===== src/rtl/lab3_cache_pkg.sv =====
// -----------------------------------------------------------------------------
// lab3_cache_pkg
// Shared constants and types for the lab3 cache memory-side sender.
//   WORD_BITS : width of one serialized word
//   NWORDS    : words per cache line
//   LINE_BITS : width of a full cache line
//   CNT_BITS  : width of the word counter
//   sender_state_e : two-state sender FSM encoding (IDLE, SEND)
// -----------------------------------------------------------------------------
package lab3_cache_pkg;

   localparam int WORD_BITS = 32;
   localparam int NWORDS    = 16;
   localparam int LINE_BITS = WORD_BITS * NWORDS;
   localparam int CNT_BITS  = $clog2(NWORDS);

   typedef enum logic {
      IDLE = 1'b0,
      SEND = 1'b1
   } sender_state_e;

endpackage : lab3_cache_pkg


===== src/rtl/lab3_cache_cache_mem_sender.sv =====
// -----------------------------------------------------------------------------
// lab3_cache_cache_mem_sender
// Accepts a full cache line on a valid/ready input stream, latches it, and
// serializes it word 0 first onto a valid/ready output stream.
//
// Ports
//   clk            : clock, all state updates on the rising edge
//   reset          : asynchronous active-low reset
//   istream_val    : upstream presents a line on line_data
//   istream_rdy    : sender can accept a line
//   line_data      : line to serialize, word i at [WORD_BITS*i +: WORD_BITS]
//   ostream_val    : cache_req_msg holds a valid word
//   ostream_rdy    : downstream accepts the current word
//   cache_req_msg  : current word
//   ostream_last   : current word is the last word of the line
//
// Configuration
//   LAB3_CACHE_MEM_SENDER_BACK2BACK_EN : when defined, a new line may be
//   accepted on the cycle the last word of the current line transfers, so
//   lines stream with no idle bubble. Undefined (default): one idle cycle
//   between lines and istream_rdy depends on state only.
// -----------------------------------------------------------------------------
module lab3_cache_cache_mem_sender #(
   parameter int WORD_BITS = lab3_cache_pkg::WORD_BITS,
   parameter int NWORDS    = lab3_cache_pkg::NWORDS
) (
   input  logic                          clk,
   input  logic                          reset,
   input  logic                          istream_val,
   output logic                          istream_rdy,
   input  logic [WORD_BITS*NWORDS-1:0]   line_data,
   output logic                          ostream_val,
   input  logic                          ostream_rdy,
   output logic [WORD_BITS-1:0]          cache_req_msg,
   output logic                          ostream_last
);

   import lab3_cache_pkg::*;

   localparam int                LBITS    = WORD_BITS * NWORDS;
   localparam int                CBITS    = (NWORDS > 1) ? $clog2(NWORDS) : 1;
   localparam logic [CBITS-1:0]  LAST_IDX = CBITS'(NWORDS - 1);
   localparam logic [CBITS-1:0]  CNT_ONE  = CBITS'(1);

   sender_state_e       state_r;
   logic [CBITS-1:0]    cnt_r;
   logic [LBITS-1:0]    line_r;
   logic                rdy_r;
   logic                val_r;
   logic                last_r;

   logic                xfer_s;
   logic                last_xfer_s;
   logic                accept_s;

   assign xfer_s      = val_r & ostream_rdy;
   assign last_xfer_s = xfer_s & last_r;
   assign accept_s    = istream_val & istream_rdy;

   // rdy_r is held low during reset and only rises on the first clock after
   // release, so istream_rdy reads 0 while reset is asserted even though the
   // FSM already sits in IDLE.
`ifdef LAB3_CACHE_MEM_SENDER_BACK2BACK_EN
   assign istream_rdy = rdy_r | last_xfer_s;
`else
   assign istream_rdy = rdy_r;
`endif

   assign ostream_val  = val_r;
   assign ostream_last = last_r;

   // Word mux driven purely from registers; zero when nothing is presented.
   assign cache_req_msg = val_r ? line_r[int'(cnt_r)*WORD_BITS +: WORD_BITS]
                                : {WORD_BITS{1'b0}};

   // Sender FSM: line register, word counter and registered handshake flags.
   always_ff @(posedge clk or negedge reset) begin
      if (!reset) begin
         state_r <= IDLE;
         cnt_r   <= {CBITS{1'b0}};
         line_r  <= {LBITS{1'b0}};
         rdy_r   <= 1'b0;
         val_r   <= 1'b0;
         last_r  <= 1'b0;
      end else begin
         case (state_r)
            IDLE: begin
               if (accept_s) begin
                  line_r  <= line_data;
                  cnt_r   <= {CBITS{1'b0}};
                  state_r <= SEND;
                  val_r   <= 1'b1;
                  rdy_r   <= 1'b0;
                  last_r  <= (LAST_IDX == {CBITS{1'b0}});
               end else begin
                  rdy_r   <= 1'b1;
                  val_r   <= 1'b0;
                  last_r  <= 1'b0;
               end
            end
            SEND: begin
               if (xfer_s) begin
                  if (last_r) begin
                     // accept_s can only be high here in the back-to-back build.
                     if (accept_s) begin
                        line_r  <= line_data;
                        cnt_r   <= {CBITS{1'b0}};
                        state_r <= SEND;
                        val_r   <= 1'b1;
                        rdy_r   <= 1'b0;
                        last_r  <= (LAST_IDX == {CBITS{1'b0}});
                     end else begin
                        cnt_r   <= {CBITS{1'b0}};
                        state_r <= IDLE;
                        val_r   <= 1'b0;
                        rdy_r   <= 1'b1;
                        last_r  <= 1'b0;
                     end
                  end else begin
                     cnt_r  <= cnt_r + CNT_ONE;
                     last_r <= ((cnt_r + CNT_ONE) == LAST_IDX);
                  end
               end else begin
                  // Downstream stalled: counter and flags hold so the word is stable.
                  cnt_r  <= cnt_r;
                  last_r <= last_r;
               end
            end
            default: begin
               state_r <= IDLE;
               cnt_r   <= {CBITS{1'b0}};
               rdy_r   <= 1'b0;
               val_r   <= 1'b0;
               last_r  <= 1'b0;
            end
         endcase
      end
   end

endmodule : lab3_cache_cache_mem_sender


===== config.mk =====
export PLATFORM = sky130hd
export DESIGN_NAME = lab3_cache_cache_mem_sender
export DESIGN_NICKNAME = d
export VERILOG_FILES = /design/src/rtl/lab3_cache_pkg.sv /design/src/rtl/lab3_cache_cache_mem_sender.sv
export SDC_FILE = /design/constraint.sdc
export NUM_CORES = 1
export LEC_CHECK = 0
export ABC_CLOCK_PERIOD_IN_PS = 2600
export CAP_MARGIN = 10
export CORE_UTILIZATION = 40
export DETAILED_ROUTE_END_ITERATION = 16
export GPL_TIMING_DRIVEN = 0
export PLACE_DENSITY = 0.66
export SLEW_MARGIN = 20
export SYNTH_ARGS = -nofsm -noshare
export SYNTH_HDL_FRONTEND = slang
export SYNTH_SLANG_ARGS = --single-unit

===== constraint.sdc =====
create_clock -name clk -period 2.6 [get_ports clk]
set_input_delay 0.52 -clock clk [delete_from_list [all_inputs] [get_ports clk]]
set_output_delay 0.52 -clock clk [all_outputs]
set_load 0.005 [all_outputs]

==> results.json, run 1 <==
{
  "synth_top_family_by_area": "multiplexers",
  "wl_per_cell_um": 29.12,
  "clock_path_buffers": 3,
  "hpwl_mm": 68.76,
  "regArea_um2": 13020,
  "drt_iter0_drc": 900,
  "fill_cells": 4681,
  "synth_fp_nets": 2148,
  "synth_common_cells": "520 x dfrtp_1, 469 x mux2_2, 198 x mux2i_1",
  "rsz0062_at_grt": "yes",
  "setup_violations": 32,
  "vias": 16757,
  "crit_fanout": 6,
  "power_density_nw_per_um2": 966.8,
  "yosys.area_share.simple_pct": 2.100,
  "stdcell_count": 3090,
  "yosys.area.top_type": "dfrtp_1",
  "grt_pass1_wl_mm": 127.9,
  "drc": 0,
  "design.die.area_um2": 60270,
  "synth_cell_type_count": 29,
  "fin_skew_ns": 0.02212,
  "dr.pass1.iters": 5,
  "start_kind": "flop",
  "synth-xor-area-share_pct": 0.07386,
  "wl_mm": 89.99,
  "p_total_uw": 32520,
  "synth-async-reset-ratio_pct": 100.0,
  "overflow": 0,
  "synth.cell_area_um2": 23720,
  "peakVddDrop_mv": 0.6192,
  "arrival_ns": 2.57,
  "syn2layout_area_growth_pct": 41.82,
  "hold_viol": 0,
  "tightest_slew_ns": 0.8735,
  "drive_gt1_share_pct": 38.91,
  "grt_antenna_before_repair": 24,
  "start_util_pct": 40.79,
  "grtUsageTotal_pct": 29.87,
  "worstReg2RegStart": "ostream_val$_DFFE_PN0P_",
  "numCtsBuffers": 56,
  "synth-adder-area-share_pct": 0.1055,
  "final_antenna_net_count": 0,
  "core_um2": 58140,
  "synth_compound_area_share_pct": 4.221,
  "fp.dieW_um": 245.5,
  "finalMaxSlewViolations": 0,
  "port-buffer-count": 550,
  "ios": 551,
  "crit_start": "cnt_r[0]$_DFFE_PN0P_",
  "synth_seq_cells": 520,
  "synth_ff_type": "dfrtp_1",
  "drv_cap": 0,
  "synth_area_leaders": "dfrtp_1 55%, mux2_2 22%, mux2i_1 8.4%",
  "netlist_instances": 1630,
  "status": "finished, violations left",
  "tritoncts": "yes",
  "synth_top_area_share_pct": 54.87,
  "avgSynthCellArea_um2": 14.55,
  "placedCellCount": 2951,
  "grt_pass1_vias": 18503,
  "synthMuxAreaShare_pct": 35.42,
  "fin_crit_ns": 3.093,
  "multiInputGateArea_um2": 10610,
  "clock-sinks": 520,
  "clock_latency_ns": 0.62,
  "globalplace.congestion": 0.8950,
  "hp-class": "in -> async",
  "yosysSeqAreaShare_pct": 54.87,
  "cts_max_level": 2,
  "leakagePower_uw": 0.01449,
  "synth_warnings": 0,
  "yosysMostFrequentCell": "dfrtp_1",
  "nNetsFinal": 2786,
  "period_share_pct": 118.9,
  "clkTransAtPathRegs_ns": 0.06,
  "endpoint_kind": "output port",
  "fmax_mhz": 323.3,
  "relSlewSlack_pct": 41.77,
  "synth-edff-count": 0,
  "setup_ws_ns": -0.4926,
  "critical_path_class": "reg -> out",
  "rows": 88,
  "critPathRequiredTime_ns": 2.08,
  "grt_max_degree": 98,
  "violations": "negative setup slack",
  "via_per_inst": 5.423,
  "cts_root_buffer": "clkbuf_16",
  "die_height_um": 245.5
}
[through the flow]
| stage | setup WS [ns] | TNS, ns | hold slack (ns) | area (µm²) | util (%) |
|---|---|---|---|---|---|
| global route | -0.5216 | -14.41 | 0.3966 | 33620 | 57.83 |
| detailed placement | -1.597 | -286.26 | 0.4224 | 30350 | 52.20 |
| finish | -0.4926 | -12.11 | 0.3776 | 33630 | 57.85 |
| CTS | -0.5878 | -15.77 | 0.3594 | 33340 | 57.35 |
| floorplan | 0.4734 | 0 | 0.2244 | 23720 | - |
| global placement | -22.11 | - | 0.4665 | 30180 | 51.91 |
[registers in the layout, indices dropped and copies added, names as in the netlist]
signal / count
line_r: 512
cnt_r: 4
istream_rdy: 1
ostream_last: 1
ostream_val: 1
state_r: 1
[cell type report]
class,instances,share of cell area (%)
clock buffer,76,4.721
clock inverter,27,1.116
antenna,12,0.08929
timing repair buffer,582,17.44
tap,765,2.846
buffer,116,3.545
multi-input combinational,991,31.53
inverter,1,0.01116
sequential,520,38.70
[power by group]
part	switching (µW)	internal, µW
sequential	849	9580
clock	3410	5160
combinational	7120	6400
total	11400	21100
[cell usage in the layout (no fill, tap or decap), types with 3 or more instances in the layout]
master and count:
a22oi_1 50, a22oi_2 45, buf_12 18, buf_16 9, buf_2 35, buf_4 64
buf_6 18, buf_8 8, bufinv_16 9, clkbuf_1 14, clkbuf_16 60, clkbuf_2 7
clkbuf_4 5, clkbuf_8 18, clkdlybuf4s50_1 517, clkinv_2 13, clkinvlp_4 3, dfrtp_1 518
diode_2 12, mux2_1 43, mux2_2 469, mux2i_1 176, mux2i_2 17, mux2i_4 5
mux4_2 29, nand2_1 13, nand2_2 24, nand2b_1 18, nand2b_4 4, nand3_1 23
nand3_2 7, nor2_1 4, nor2b_1 3, o211ai_1 4, o21ai_0 7, o21ai_1 12
o21ai_2 14, o21ai_4 3
[kinds of logic after synthesis]
logic type | after synthesis
muxes | 739
DFF | 520
AOI/OAI and AO/OA | 145
buffers and inverters | 119
and+or+nand+nor | 103
xor gates and xnor gates | 2
adders and majority gates | 2
[path summary, 6_finish.rpt]
check / cells past startpoint / slack, ns / to
worst max register to register: 5 / 0.11 / line_r[253]$_DFFE_PN0P_
min in group clk: 1 / 0.49 / line_r[54]$_DFFE_PN0P_
worst min register to register: 1 / 0.49 / line_r[54]$_DFFE_PN0P_
max in group asynchronous: 5 / 0.60 / cnt_r[1]$_DFFE_PN0P_
worst max-delay path: 8 / -0.49 / cache_req_msg[21]
worst min-delay path: 2 / 0.38 / line_r[398]$_DFFE_PN0P_
[worst max-delay path, stage by stage, from the launching register on]
cell and delay (ns):
dfrtp_2 0.45, buf_12 0.16, buf_16 0.16, buf_12 0.15, mux2i_1 0.13, a22oi_2 0.39
nand2_4 0.16, o21ai_4 0.20, buf_2 0.14
[metal layers]
layer  vias up  global-route usage [%]  routed length, µm
met1      8752                   37.26              36380
met4        30                   8.623               2534
met3       141                   7.585               6456
met5         -                       0                207
met2       543                   50.89              44410
li1       7291                       -                  -
[what timing repair did]
item	in CTS	in global routing
hold buffers	1	0
buffers inserted	16	6
cloned	2	2
setup endpoints to repair	159	32
resized for setup	432	58
pin swaps	71	48
hold endpoints to repair	38	0
Note: power is estimated with default switching activity, not from simulation.
==> run 2, diff against run 1 <==
--- a/config.mk
+++ b/config.mk
@@ -11,6 +11,7 @@
 export DETAILED_ROUTE_END_ITERATION = 16
 export GPL_TIMING_DRIVEN = 0
 export PLACE_DENSITY = 0.66
+export RECOVER_POWER = 25
 export SLEW_MARGIN = 20
 export SYNTH_ARGS = -nofsm -noshare
 export SYNTH_HDL_FRONTEND = slang
==> results.json, run 2 (synthesis results as in run 1) <==
{
  "drt_iter0_drc": 906,
  "clkTransAtPathRegs_ns": 0.07,
  "status": "finished, violations left",
  "period_share_pct": 118.4,
  "relSlewSlack_pct": 25.81,
  "nNetsFinal": 2786,
  "postLayoutCoreUtil_pct": 57.79,
  "cp_slowest_cell": "dfrtp_2",
  "ios": 551,
  "cp_top_family": "buffers and inverters",
  "finalMaxSlewViolations": 0,
  "final_antenna_net_count": 0,
  "rsz0062_at_grt": "yes",
  "peakVddDrop_mv": 0.6220,
  "path_cells": "buf_12 > buf_16 > buf_12 > mux2i_1 > a22oi_2 > nand2_4 > o21ai_4 > buf_2",
  "fin_skew_ns": 0.02177,
  "tightest_slew_ns": 1.113,
  "endpoint_kind": "output port",
  "crit_fanout": 6,
  "clock_latency_ns": 0.62,
  "clock_path_buffers": 3,
  "fill_cells": 4685,
  "pre_cts_ws_ns": -1.597,
  "crit_cells": 8,
  "violations": "negative setup slack",
  "reg_top3": "line_r: 512 flops, cnt_r: 4 flops",
  "fp.dieW_um": 245.5,
  "design.die.area_um2": 60270,
  "critPathRequiredTime_ns": 2.08,
  "whs_ns": 0.4855,
  "rows": 88,
  "hp-class": "reg -> reg",
  "wl_mm": 89.96,
  "port-buffer-count": 550,
  "start_util_pct": 40.79,
  "grtUsageTotal_pct": 29.87,
  "globalplace.congestion": 0.8950,
  "core_um2": 58140,
  "cts_root_buffer": "clkbuf_16",
  "crit_buf_inv": 4,
  "leakagePower_uw": 0.01448,
  "tritoncts": "yes",
  "mostFrequentLayoutCells": "518 x dfrtp_1, 517 x clkdlybuf4s50_1, 469 x mux2_2",
  "arrival_ns": 2.56,
  "swShare_pct": 34.97,
  "hold_viol": 0,
  "multiInputGateArea_um2": 10610,
  "grt_antenna_before_repair": 24,
  "hpwl_mm": 68.76,
  "grt_max_degree": 98,
  "largest_reg_flops": 512,
  "wl_per_cell_um": 29.13,
  "fmax_mhz": 324.7,
  "via_per_inst": 5.417,
  "cp_common_cell": "buf_12",
  "critical_path_class": "reg -> out",
  "final_common_cell": "dfrtp_1",
  "r2r_cells": 5,
  "overflow": 0,
  "clkPwrFrac_pct": 26.4,
  "power_frac_comb_pct": 41.6,
  "internal_power_uw": 21140,
  "hold_path_depth": 1,
  "p_seq_share_pct": 32.1,
  "setup_ws_ns": -0.4795,
  "grt_pass1_vias": 18503,
  "clock-sinks": 520,
  "die_height_um": 245.5,
  "setup_violations": 124,
  "fin_crit_ns": 3.080,
  "syn2layout_area_growth_pct": 41.67,
  "regArea_um2": 13020,
  "power_density_nw_per_um2": 967.6,
  "placedCellCount": 2951,
  "drc": 0,
  "start_kind": "flop",
  "dr.pass1.iters": 5,
  "slowest_delay_ns": 0.45,
  "setup_tns_ns": -18.19,
  "cts_max_level": 2,
  "numCtsBuffers": 56,
  "p_sw_uw": 11370,
  "drv_cap": 0,
  "vias": 16727,
  "top_register": "line_r",
  "grt_pass1_wl_mm": 127.9,
  "drive_gt1_share_pct": 38.91,
  "stdcell_count": 3088
}
-- run 2: cell count changes in the layout (fill, tap and decap cells not counted), sizes merged --
cell    change
buf         -1
clkbuf      +1
diode       -2
-- run 2: power groups by stage --
stage          Sequential, µW  Combinational, µW  Clock, µW
2_1_floorplan           10200               5950          0
3_3_place_gp            10500              11300          0
3_5_place_dp            10500              11400          0
4_1_cts                 10400              13100       8710
5_1_grt                 10600              14100       9010
6_report                10400              13500       8570
-- run 2: timing repair --
action | 4_1_cts | 5_1_grt
gates cloned | 2 | 2
setup endpoints to repair | 159 | 32
pin swaps | 71 | 48
gates resized for setup | 432 | 58
hold buffers | 1 | 0
hold endpoints to repair | 38 | 0
buffers inserted | 16 | 6
-- run 2: cell type report --
cell class | instances | share of cell area (%)
Sequential cell | 520 | 38.74
Multi-Input combinational cell | 991 | 31.57
Timing Repair Buffer | 582 | 17.37
Clock buffer | 76 | 4.726
Buffer | 116 | 3.549
Tap cell | 765 | 2.849
Clock inverter | 27 | 1.117
Antenna cell | 10 | 0.07448
Inverter | 1 | 0.01117
-- run 2: worst paths after layout --
kind,start,endpoint,slack [ns]
setup reg to reg,ostream_val$_DFFE_PN0P_,line_r[253]$_DFFE_PN0P_,0.12
setup / recovery,cnt_r[0]$_DFFE_PN0P_,cache_req_msg[21],-0.48
hold / removal,line_r[54]$_DFFE_PN0P_,line_r[54]$_DFFE_PN0P_,0.49
min in group asynchronous,reset,line_r[398]$_DFFE_PN0P_,0.62
hold reg to reg,line_r[54]$_DFFE_PN0P_,line_r[54]$_DFFE_PN0P_,0.49
max in group asynchronous,reset,line_r[128]$_DFFE_PN0P_,-0.11
-- run 2: per-stage QoR --
step | total power (µW) | area (µm²)
global route | 33770 | 33590
detailed placement | 21960 | 30350
CTS | 32260 | 33340
floorplan | 16190 | 23720
finish | 32510 | 33600
global placement | 21810 | 30180
-- run 2: metal layers --
layer / wire, µm / vias to the layer above / track usage, % / share of wire, %
met3: 6455 / 141 / 7.585 / 7.2
met2: 44440 / 539 / 50.89 / 49
met4: 2534 / 30 / 8.623 / 2.8
met1: 36330 / 8728 / 37.26 / 40
li1: - / 7289 / - / -
met5: 207 / - / 0 / 0.23
-- run 2: worst register-to-register path, cell delays in order (launching register included) --
cell	delay (ns)
dfrtp_1	0.50
nand3_1	0.21
a21oi_4	0.49
buf_2	0.49
buf_4	0.32
mux2_2	0.37
